[src/rtl/rx_sat_counter.sv]
// Saturating up-counter; clear dominates a simultaneous increment.
module rx_sat_counter #(
  parameter int CNT_W = 8
) (
  input  logic             clk,
  input  logic             rst,
  input  logic             inc,
  input  logic             clear,
  output logic [CNT_W-1:0] count
);

  always_ff @(posedge clk) begin
    if (rst || clear) begin
      count <= '0;
    end else if (inc && (count != {CNT_W{1'b1}})) begin
      count <= count + 1'b1;
    end
  end

endmodule

[config.mk]
export PLATFORM = sky130hd
export DESIGN_NAME = rx_sat_counter
export DESIGN_NICKNAME = d
export VERILOG_FILES = /design/src/rtl/rx_sat_counter.sv
export SDC_FILE = /design/constraint.sdc
export NUM_CORES = 1
export LEC_CHECK = 0
export ABC_AREA = 1
export CAP_MARGIN = 5
export CORE_AREA = 10 10 51 53
export CTS_CLUSTER_SIZE = 16
export DETAILED_ROUTE_END_ITERATION = 16
export DIE_AREA = 0 0 61 63
export GPL_TIMING_DRIVEN = 0
export PLACE_DENSITY = 0.59
export SLEW_MARGIN = 0
export SYNTH_ARGS = -nofsm -noshare
export SYNTH_HDL_FRONTEND = slang
export SYNTH_SLANG_ARGS = --single-unit
[constraint.sdc]
create_clock -name clk -period 1.4 [get_ports clk]
set_input_delay 0.14 -clock clk [delete_from_list [all_inputs] [get_ports clk]]
set_output_delay 0.14 -clock clk [all_outputs]
set_load 0.02 [all_outputs]
Word-level counts from Yosys, hierarchy flattened
Cells that the tools add are included.
{"block": "classes", "add_sub_neg": 1, "n_eq_ne": 1, "reduce_logical": 2}
{"op": "8-bit by 1-bit adder with 8-bit output (second input constant)", "count": 1}
{"op": "8-bit inequality test (second input constant)", "count": 1}
{"op": "1-bit logical AND", "count": 1}
{"op": "1-bit logical OR", "count": 1}
{"block": "word_totals", "reg_bits": 8, "elab_cells": 5}

Logic depth before layout (Yosys ltp)
Gate-level depths: netlist of the first run.
{"block": "depth", "word_depth": 2, "depth_mapped": 8, "ltp_nobuf": 8}

Worst setup path after synthesis of the first run
OpenSTA, ideal clock, no wires.
{"block": "synth_path", "path_type": "register to register", "from": "register count[0]", "to": "register count[5]", "setup_time_ns": 0.115, "arrival_time_ns": 1.243, "t_required_ns": 1.285, "path_slack_ns": 0.042, "path_stages_with_launch": 8, "n_path_buf": 1, "synth_period_minus_slack_ns": 1.358, "cell_sequence": "dfxtp_1 ha_1 nand2_1 nor2_1 nand2_2 buf_6 a21oi_1 nor2_1"}
{"block": "synth_via", "elab_chain_cells": 2, "elab_cells_between_ends": 3, "cone_classes": "add/sub: 1; eq/ne: 1; reduce/logical: 1"}
{"item": "start: declaration", "line_no": "9", "source": "output logic [CNT_W-1:0] count"}
{"item": "start signal: assignment", "line_no": "16", "source": "count <= count + 1'b1;"}
{"item": "parallel branches: the longest is 2 deep, another holds 8-bit by 1-bit adder with 8-bit output"}
Parallel ways; which one is timed is not known.
A chain may end at the register's enable or synchronous reset.

Worst setup path after layout of the first run
{"block": "layout_path", "from": "register count[1]", "to": "register count[4]"}
The elaborated chain is that of the path after synthesis.

==> impl_metrics.csv, run 1 <==
group,metric,value,unit
sta,max_freq,0.803,GHz
floorplan,die_h,63,um
clock_tree,path_clk_slew,0.06,ns
clock_tree,cts.htree.levels,1,
sta,hold_slack,0.492,ns
critical_path,ff2ff_path_depth,7,
synthesis,synth-seq-cells,8,
critical_path,worst_ep_required_time,1.55,ns
critical_path,timing.rr.start,"count[1]$_SDFFE_PP0P_",
sta,layout_min_cycle_time,1.24,ns
synthesis,synth_cell_types,17,
global_route,grt_pass1_vias,401,
sta,layout_worst_path_cycle_share,0.889,
critical_path,rr_endpoint,"count[4]$_SDFFE_PP0P_",
cells_and_area,reg.largest.list,"count x8",
clock_tree,cts_resized,5,
power_and_ir_drop,p_per_area,747,nW/um2
min_path,hp-class,"flip-flop to flip-flop",
clock_tree,clockRootBuffer,"clkbuf_4",
power_and_ir_drop,p_leak,0.333,nW
critical_path,reg2reg_slack,0.16,ns
sta,max_slew.worst_pin.slew,0.238,ns
floorplan,core,1650,um2
route,drt_iter0_drc,0,
global_route,grt_max_degree,11,
route,drc,0,
sta,relSlewSlack,0.841,
cells_and_area,largest_reg_flops,8,
synthesis,syn_avg_cell_area,6.69,um2
global_route,grt.total_usage,0.0570,
global_route,grt_overflow_total,0,
global_route,antenna_found_initial,0,
route,vias_per_cell,4.48,
min_path,hold_path_depth,2,
floorplan,ios,12,
critical_path,critPathLaunchType,"flip-flop",
synthesis,syn_area,448,um2
placement,hpwl,758,um
route,drt_wl_total,976,um
clock_tree,cts_buffers,3,
route,antenna_left,0,
cells_and_area,nets,88,
critical_path,crit_path_end_kind,"flip-flop",
synthesis,synth_nets,72,
sta,slew_viol_final,0,
cells_and_area,layout_common_cells,"nand2_1, nor2_1, dfxtp_1",
placement,gp_congestion,0.773,
synthesis,yosysWarnings,0,
floorplan,fp.dieW,61,um
synthesis,syn_inst,67,
critical_path,cp_max_fo,10,
clock_tree,clock_path_buffers,2,
sta,rsz0062_at_grt,"false",
cells_and_area,layout-drive-gt1-share,0.148,
clock_tree,clock_latency,0.26,ns
clock_tree,tritoncts,"built",
cells_and_area,syn2layout_area_growth,35.5,%
synthesis,yosysTopAreaCell,"dfxtp_1",
power_and_ir_drop,ir_worst_vdd,476,uV
floorplan,core.rowCount,15,
run_status,status,"finished clean",
cells_and_area,nFillCells,177,
critical_path,critPathLaunch,"count[1]$_SDFFE_PP0P_",
synthesis,synth_top_area_share,0.358,
floorplan,die_area,3840,um2
sta,tns,0,ns
sta,fin_skew,0.00545,ns
sta,finalHoldViolCount,0,
route,avgRoutedWirePerCell,9.96,um
placement,port_buffers,11,
clock_tree,clock_sinks,8,
critical_path,worstSetupPathType,"flip-flop to flip-flop",
job,max-cap-violations,0,
global_route,grt_pass1_wl,1610,um
synthesis,ys_seq_area_frac,0.358,
sta,finalSetupViolations,0,
synthesis,synth_area_leaders,"dfxtp_1, nand2_1, nor2_1, a21oi_1, inv_1",
critical_path,worstPathArrival,1.39,ns
critical_path,critical_path.endpoint,"count[4]$_SDFFE_PP0P_",
cells_and_area,insertedDiodeCount,0,
floorplan,start_util,0.271,
clock_tree,cts_hold_buf,0,
cells_and_area,regMostFlops,"count",
route,dr.pass1.iters,1,
cells_and_area,layout_commonest_cell,"nand2_1",
clock_tree,cts_setup_buffers,0,
route,vias,439,
[cell usage after synthesis]
library cell and instances:
ha_1 1, nand3_2 1, nand2_1 20, inv_2 1, a21oi_1 5, nor3_1 1, nor2_1 13, clkinv_1 1
a31oi_1 1, nand2_2 1, nor2_8 1, nor2_2 1, nand3_1 4, buf_6 1, nand3b_2 1, inv_1 6
dfxtp_1 8
[cell families after synthesis]
| group | count (synthesis) | synth area share |
|---|---|---|
| buffers and inverters | 9 | 0.0922 |
| flip-flops | 8 | 0.358 |
| AO/OA/AOI/OAI | 6 | 0.0698 |
| adder cells (fa/ha/maj) | 1 | 0.0279 |
| AND/OR/NAND/NOR | 43 | 0.453 |
[layout make-up]
| type | count | area [um2] | share of cell area |
|---|---|---|---|
| Buffer | 1 | 11.3 | 0.0186 |
| Clock buffer | 3 | 22.5 | 0.0371 |
| Inverter | 8 | 30.0 | 0.0495 |
| Multi-Input combinational cell | 50 | 249 | 0.410 |
| Sequential cell | 8 | 161 | 0.266 |
| Tap cell | 17 | 21.3 | 0.0351 |
| Timing Repair Buffer | 11 | 111 | 0.184 |
[how the worst min path moves through the flow]
stage          slack (ns)                    end                   from
2_1_floorplan        0.29  count[7]$_SDFFE_PP0P_                    rst
4_1_cts              0.50  count[6]$_SDFFE_PP0P_  count[6]$_SDFFE_PP0P_
3_5_place_dp         0.49  count[6]$_SDFFE_PP0P_  count[6]$_SDFFE_PP0P_
6_report             0.49  count[6]$_SDFFE_PP0P_  count[6]$_SDFFE_PP0P_
5_1_grt              0.55  count[6]$_SDFFE_PP0P_  count[6]$_SDFFE_PP0P_
3_3_place_gp         0.48  count[6]$_SDFFE_PP0P_  count[6]$_SDFFE_PP0P_
[power by group]
part	switching, mW	total (mW)	leakage, nW	internal (mW)
registers	0.00286	0.234	0.0651	0.231
clock network	0.0823	0.181	0.0138	0.0983
logic	0.0196	0.0388	0.254	0.0193
[metal layers]
metal | GRT usage | share of wire | up-vias
met5 | 0 | 0 | -
met4 | 0.0495 | 0.038 | 0
met3 | 0.0366 | 0.061 | 5
met2 | 0.0867 | 0.46 | 10
met1 | 0.0490 | 0.44 | 187
li1 | - | - | 237
[worst max-delay path, cell delays in order (launching register included)]
cell     delay (ns)
dfxtp_1        0.36
ha_1           0.18
nand2_1        0.09
nor2_2         0.10
nand2_2        0.07
buf_6          0.14
a21oi_1        0.14
nor2_1         0.05
[metrics by stage]
step	worst slack (ns)	power, mW	utilization	cells	area (um2)
detailed placement	0.0100	0.280	0.351	95	579
floorplan	0.0417	0.257	-	67	448
global route	0.0184	0.480	0.367	98	607
CTS	0.0124	0.462	0.361	98	596
finish	0.155	0.453	0.367	98	607
global placement	0.0241	0.278	0.351	95	579
Power figures use the tool's default switching activity.
==> run 2: changes to the inputs <==
--- a/config.mk
+++ b/config.mk
@@ -7,12 +7,13 @@
 export LEC_CHECK = 0
 export ABC_AREA = 1
 export CAP_MARGIN = 5
-export CORE_AREA = 10 10 51 53
+export CORE_AREA = 10 10 47 49
+export CTS_BUF_LIST = sky130_fd_sc_hd__clkbuf_4 sky130_fd_sc_hd__clkbuf_8 sky130_fd_sc_hd__clkbuf_16
 export CTS_CLUSTER_SIZE = 16
 export DETAILED_ROUTE_END_ITERATION = 16
-export DIE_AREA = 0 0 61 63
+export DIE_AREA = 0 0 57 59
 export GPL_TIMING_DRIVEN = 0
-export PLACE_DENSITY = 0.59
+export PLACE_DENSITY = 0.68
 export SLEW_MARGIN = 0
 export SYNTH_ARGS = -nofsm -noshare
 export SYNTH_HDL_FRONTEND = slang
==> run 2 against run 1 <==
  * Critical path type unchanged
  * Via count grew 1.1%
  * Hold slack gained 0.0013 ns
  * Fmax grew 1.1%
  * Clock skew shrank 0.0048 ns
  * Register-to-register slack is essentially flat
  * Largest cell class unchanged
  * Utilization grew 6.1 points
  * Combinational power is essentially flat
  * Design area shrank 1.0%
  * Total power grew 0.31%
  * Highest routed layer unchanged
  * Sequential power is essentially flat
  * Count of clock-buffer cells in the layout is the same
  * Cell count shrank 1.0%
  * Largest power group unchanged
==> impl_metrics.csv, run 2 (synthesis gave the netlist of run 1 again) <==
group,metric,value,unit
critical_path,crit_slowest_cell,"dfxtp_2",
sta,finalHoldViolCount,0,
critical_path,cpLargestDelayFamily,"flip-flops",
clock_tree,cts.htree.levels,1,
route,avgRoutedWirePerCell,9.91,um
route,dr.pass1.iters,4,
route,drt_wl_total,961,um
route,wl_met3,91,um
critical_path,worstSetupPathType,"flip-flop to flip-flop",
clock_tree,clockRootBuffer,"clkbuf_4",
critical_path,reg2reg_slack,0.17,ns
sta,fin_skew,0.000598,ns
global_route,grt_pass1_wl,1810,um
global_route,grt_max_degree,11,
critical_path,cp_slowest_stage_delay,0.35,ns
placement,gp_congestion,0.778,
cells_and_area,layoutNonFillerInstCount,97,
placement,port_buffers,11,
global_route,grt.total_usage,0.0662,
critical_path,cp_max_fo,10,
floorplan,start_util,0.320,
global_route,antenna_found_initial,0,
power_and_ir_drop,ir_worst_vdd,372,uV
sta,finalSetupViolations,0,
critical_path,critPathLaunch,"count[0]$_SDFFE_PP0P_",
critical_path,crit_path_end_kind,"flip-flop",
cells_and_area,reg.largest.list,"count x8",
sta,setup_ws,0.169,ns
cells_and_area,layout-drive-gt1-share,0.148,
cells_and_area,regMostFlops,"count",
floorplan,core.rowCount,14,
sta,slew_viol_final,0,
route,antenna_left,0,
critical_path,worstPathArrival,1.38,ns
run_status,status,"finished clean",
cells_and_area,nets,88,
sta,layout_min_cycle_time,1.23,ns
critical_path,critPathLaunchType,"flip-flop",
power_and_ir_drop,p_leak,0.320,nW
cells_and_area,largest_reg_flops,8,
global_route,grt_overflow_total,0,
critical_path,timing.rr.start,"count[0]$_SDFFE_PP0P_",
power_and_ir_drop,power,0.455,mW
sta,max_slew.worst_pin.slew,0.246,ns
critical_path,crit_cells,7,
route,drt_iter0_drc,3,
cells_and_area,insertedDiodeCount,0,
floorplan,core,1400,um2
clock_tree,cts_buffers,3,
cells_and_area,utilization,0.429,
route,wl_met2,409,um
cells_and_area,layout_commonest_cell,"nand2_1",
critical_path,path_common_cell,"nor2_1",
critical_path,ff2ff_path_depth,7,
min_path,hold_path_depth,2,
placement,pre_cts_slack,0.00882,ns
floorplan,fp.dieW,57,um
route,vias,444,
power_and_ir_drop,p_per_area,757,nW/um2
global_route,grt_pass1_vias,451,
route,vias_per_cell,4.58,
clock_tree,clock_latency,0.26,ns
clock_tree,cts_hold_buf,0,
clock_tree,cts_setup_buffers,0,
clock_tree,tritoncts,"built",
clock_tree,clock_sinks,8,
clock_tree,path_clk_slew,0.05,ns
cells_and_area,syn2layout_area_growth,34.1,%
sta,rsz0062_at_grt,"false",
cells_and_area,layout_common_cells,"nand2_1, nor2_1, inv_1, dfxtp_1, dlygate4sd2_1",
sta,tns,0,ns
floorplan,ios,12,
floorplan,die_area,3360,um2
sta,layout_worst_path_cycle_share,0.879,
route,wl_met1,434,um
critical_path,worst_ep_required_time,1.55,ns
critical_path,cp_cell_sequence,"ha_1, nand2_1, nor2_1, nand2_2, buf_6, a21oi_1, nor2_1",
min_path,hp-class,"flip-flop to flip-flop",
critical_path,critical_path_buf_inv_count,1,
floorplan,die_h,59,um
placement,place_inst,94,
route,top_layer_used,"met4",
critical_path,rr_endpoint,"count[5]$_SDFFE_PP0P_",
clock_tree,clock_path_buffers,2,
placement,hpwl,742,um
sta,relSlewSlack,0.835,
job,max-cap-violations,0,
sta,max_freq,0.813,GHz
critical_path,critical_path.endpoint,"count[5]$_SDFFE_PP0P_",
route,drc,0,
## run 2: how the worst min path moves through the flow
stage                                startpoint                     to  slack (ns)
after floorplan                             rst  count[7]$_SDFFE_PP0P_        0.29
after global placement    count[6]$_SDFFE_PP0P_  count[6]$_SDFFE_PP0P_        0.48
after detailed placement  count[6]$_SDFFE_PP0P_  count[6]$_SDFFE_PP0P_        0.49
after CTS                 count[6]$_SDFFE_PP0P_  count[6]$_SDFFE_PP0P_        0.50
after global routing      count[6]$_SDFFE_PP0P_  count[6]$_SDFFE_PP0P_        0.55
final                     count[6]$_SDFFE_PP0P_  count[6]$_SDFFE_PP0P_        0.49
## run 2: layer usage
| layer | up-vias | GRT usage |
|---|---|---|
| met5 | - | 0 |
| met4 | 0 | 0.0403 |
| met3 | 5 | 0.0429 |
| met2 | 12 | 0.107 |
| met1 | 191 | 0.0621 |
| li1 | 236 | - |
## run 2: area by class of cell
cell class | instances | area, um2
Timing Repair Buffer | 11 | 108
Tap cell | 16 | 20.0
Inverter | 8 | 30.0
Fill cell | 155 | 801
Sequential cell | 8 | 163
Buffer | 1 | 11.3
Clock buffer | 3 | 22.5
Multi-Input combinational cell | 50 | 246
## run 2: what timing repair did
action | in CTS | in global routing
cloned | 0 | 0
hold endpoints to repair | 0 | 0
gates resized for setup | 6 | 4
endpoints found under the setup margin | 6 | 6
## run 2: worst register-to-register path, delay by kind of cell (launching register included)
family | cells | cell delay, ns
buffers and inverters | 1 | 0.14
AO/OA/AOI/OAI | 1 | 0.14
adder cells (fa/ha/maj) | 1 | 0.17
AND/OR/NAND/NOR | 4 | 0.32
flip-flops | 1 | 0.35
## run 2: stage by stage
step	cell area, um2	hold WS, ns
after floorplan	448	0.288
after global placement	578	0.477
after detailed placement	578	0.493
after CTS	593	0.505
after global routing	601	0.547
final	601	0.493
## run 2: where the power goes
group	internal, mW	total (mW)	switching [mW]
clock	0.0984	0.182	0.0835
combinational	0.0193	0.0390	0.0197
sequential	0.231	0.234	0.00274
==> run 3: changes to the inputs <==
--- a/config.mk
+++ b/config.mk
@@ -6,7 +6,7 @@
 export NUM_CORES = 1
 export LEC_CHECK = 0
 export ABC_AREA = 1
-export CAP_MARGIN = 5
+export CAP_MARGIN = 10
 export CORE_AREA = 10 10 47 49
 export CTS_BUF_LIST = sky130_fd_sc_hd__clkbuf_4 sky130_fd_sc_hd__clkbuf_8 sky130_fd_sc_hd__clkbuf_16
 export CTS_CLUSTER_SIZE = 16
==> constraint.sdc (replaced) <==
create_clock -name clk -period 1.4 [get_ports clk]
set_input_delay 0.14 -clock clk [delete_from_list [all_inputs] [get_ports clk]]
set_output_delay 0.14 -clock clk [all_outputs]
set_load 0.005 [all_outputs]
==> run 3 against run 2 <==
  * Clock skew hardly changed
  * Wire length is 1.2% higher
  * Die area stayed put
  * Fmax is 7.3% lower
  * Total power is 0.20% lower
  * Cell count stayed put
  * Combinational power is 3% lower
  * Flip-flop and latch count stayed put
  * Critical endpoint is now count[5]
==> impl_metrics.csv, run 3 (synthesis gave the netlist of run 1 again) <==
group,metric,value,unit
run_status,status,"finished clean",
cells_and_area,nets,88,
power_and_ir_drop,ir_worst_vdd,372,uV
sta,rsz0062_at_grt,"false",
clock_tree,clock_sinks,8,
min_path,worstHoldStart,"count[6]$_SDFFE_PP0P_",
sta,finalSetupViolations,0,
clock_tree,path_clk_slew,0.05,ns
sta,fin_skew,0.000574,ns
min_path,hold_end,"count[6]$_SDFFE_PP0P_",
route,dr.pass1.iters,4,
sta,max_freq,0.753,GHz
global_route,grt_overflow_total,0,
cells_and_area,reg.largest.list,"count x8",
critical_path,worstSetupPathType,"flip-flop to output port",
sta,hold_slack,0.498,ns
placement,gp_congestion,0.778,
cells_and_area,largest_reg_flops,8,
global_route,antenna_found_initial,0,
cells_and_area,syn2layout_area_growth,34.9,%
floorplan,fp.dieW,57,um
clock_tree,cts_buffers,3,
floorplan,start_util,0.320,
global_route,grt_pass1_vias,451,
placement,pre_cts_slack,0.00882,ns
placement,hpwl,742,um
clock_tree,clock_latency,0.26,ns
critical_path,reg2reg_slack,0.17,ns
sta,layout_min_cycle_time,1.33,ns
critical_path,critical_path_buf_inv_count,1,
floorplan,core.rowCount,14,
route,vias,443,
sta,relSlewSlack,0.834,
route,drc,0,
cells_and_area,regMostFlops,"count",
sta,slew_viol_final,0,
clock_tree,cts.htree.levels,1,
clock_tree,clock_path_buffers,2,
cells_and_area,layout_commonest_cell,"nand2_1",
sta,max_slew.worst_pin.slew,0.247,ns
sta,setup_ws,0.0721,ns
critical_path,cp_max_fo,5,
route,drt_wl_total,973,um
route,antenna_left,0,
critical_path,cp_cell_sequence,"clkdlybuf4s50_1",
cells_and_area,insertedDiodeCount,0,
critical_path,ff2ff_path_depth,7,
clock_tree,tritoncts,"built",
route,drt_iter0_drc,3,
floorplan,ios,12,
min_path,hold_path_depth,2,
global_route,grt_max_degree,11,
placement,post_dp_cell_area,578,um2
floorplan,die_area,3360,um2
power_and_ir_drop,p_leak,0.255,nW
cells_and_area,fin_area,604,um2
global_route,grt_pass1_wl,1810,um
placement,port_buffers,11,
power_and_ir_drop,power,0.454,mW
global_route,grt.total_usage,0.0662,
critical_path,critPathLaunch,"count[5]$_SDFFE_PP0P_",
min_path,hp-class,"flip-flop to flip-flop",
critical_path,timing.rr.start,"count[0]$_SDFFE_PP0P_",
sta,finalHoldViolCount,0,
cells_and_area,layout_common_cells,"nand2_1, nor2_1, clkdlybuf4s50_1",
job,max-cap-violations,0,
critical_path,worstPathArrival,1.19,ns
floorplan,core,1400,um2
critical_path,cpLargestDelayFamily,"buffers and inverters",
cells_and_area,layout-drive-gt1-share,0.160,
critical_path,worst_ep_required_time,1.26,ns
critical_path,crit_path_end_kind,"output port",
sta,layout_worst_path_cycle_share,0.948,
critical_path,critPathLaunchType,"flip-flop",
power_and_ir_drop,p_per_area,751,nW/um2
route,vias_per_cell,4.57,
critical_path,crit_slowest_cell,"clkdlybuf4s50_1",
critical_path,rr_endpoint,"count[5]$_SDFFE_PP0P_",
clock_tree,cts_hold_buf,0,
sta,tns,0,ns
clock_tree,clockRootBuffer,"clkbuf_4",
critical_path,cp_slowest_stage_delay,0.53,ns
route,avgRoutedWirePerCell,10.0,um
floorplan,die_h,59,um
run 3: cell types whose count changed in the layout (fill, tap and decap cells not counted):
cell,change
dfxtp_1,-1
dlygate4sd2_1,-6
dlymetal6s2s_1,-2
dfxtp_2,+1
clkdlybuf4s50_1,+8
run 3: how the worst max path moves through the flow:
stage	to	slack [ns]	cells past startpoint
3_3_place_gp	count[4]$_SDFFE_PP0P_	0.03	6
4_1_cts	count[2]	0.03	1
5_1_grt	count[5]	0.02	1
6_report	count[5]	0.07	1
3_5_place_dp	count[4]$_SDFFE_PP0P_	0.009	6
2_1_floorplan	count[5]$_SDFFE_PP0P_	0.18	7
run 3: timing repair:
action / 4_1_cts / 5_1_grt
endpoints found under the hold margin: 0 / 0
setup buffers: 0 / 0
endpoints found under the setup margin: 0 / 5
resized for setup: 0 / 3
run 3: cell type report:
cell class,instances,area (um2)
multi-input combinational,50,246
clock buffer,3,22.5
fill,157,797
tap,16,20.0
inverter,8,30.0
buffer,1,11.3
timing repair buffer,11,110
sequential,8,164
run 3: report_power, final:
group	total, mW	internal (mW)	leakage (nW)	switching (mW)
clock	0.182	0.0984	0.0138	0.0836
combinational	0.0378	0.0210	0.175	0.0168
sequential	0.234	0.231	0.0660	0.00284
run 3: per-layer routing:
metal	track usage	routed length [um]
met2	0.107	409
met4	0.0403	25
met3	0.0429	92
met1	0.0621	445
met5	0	0
run 3: per-stage QoR:
| stage | util | instances |
|---|---|---|
| 5_1_grt | 0.431 | 97 |
| 2_1_floorplan | - | 67 |
| 6_report | 0.431 | 97 |
| 3_3_place_gp | 0.413 | 94 |
| 3_5_place_dp | 0.413 | 94 |
| 4_1_cts | 0.429 | 97 |
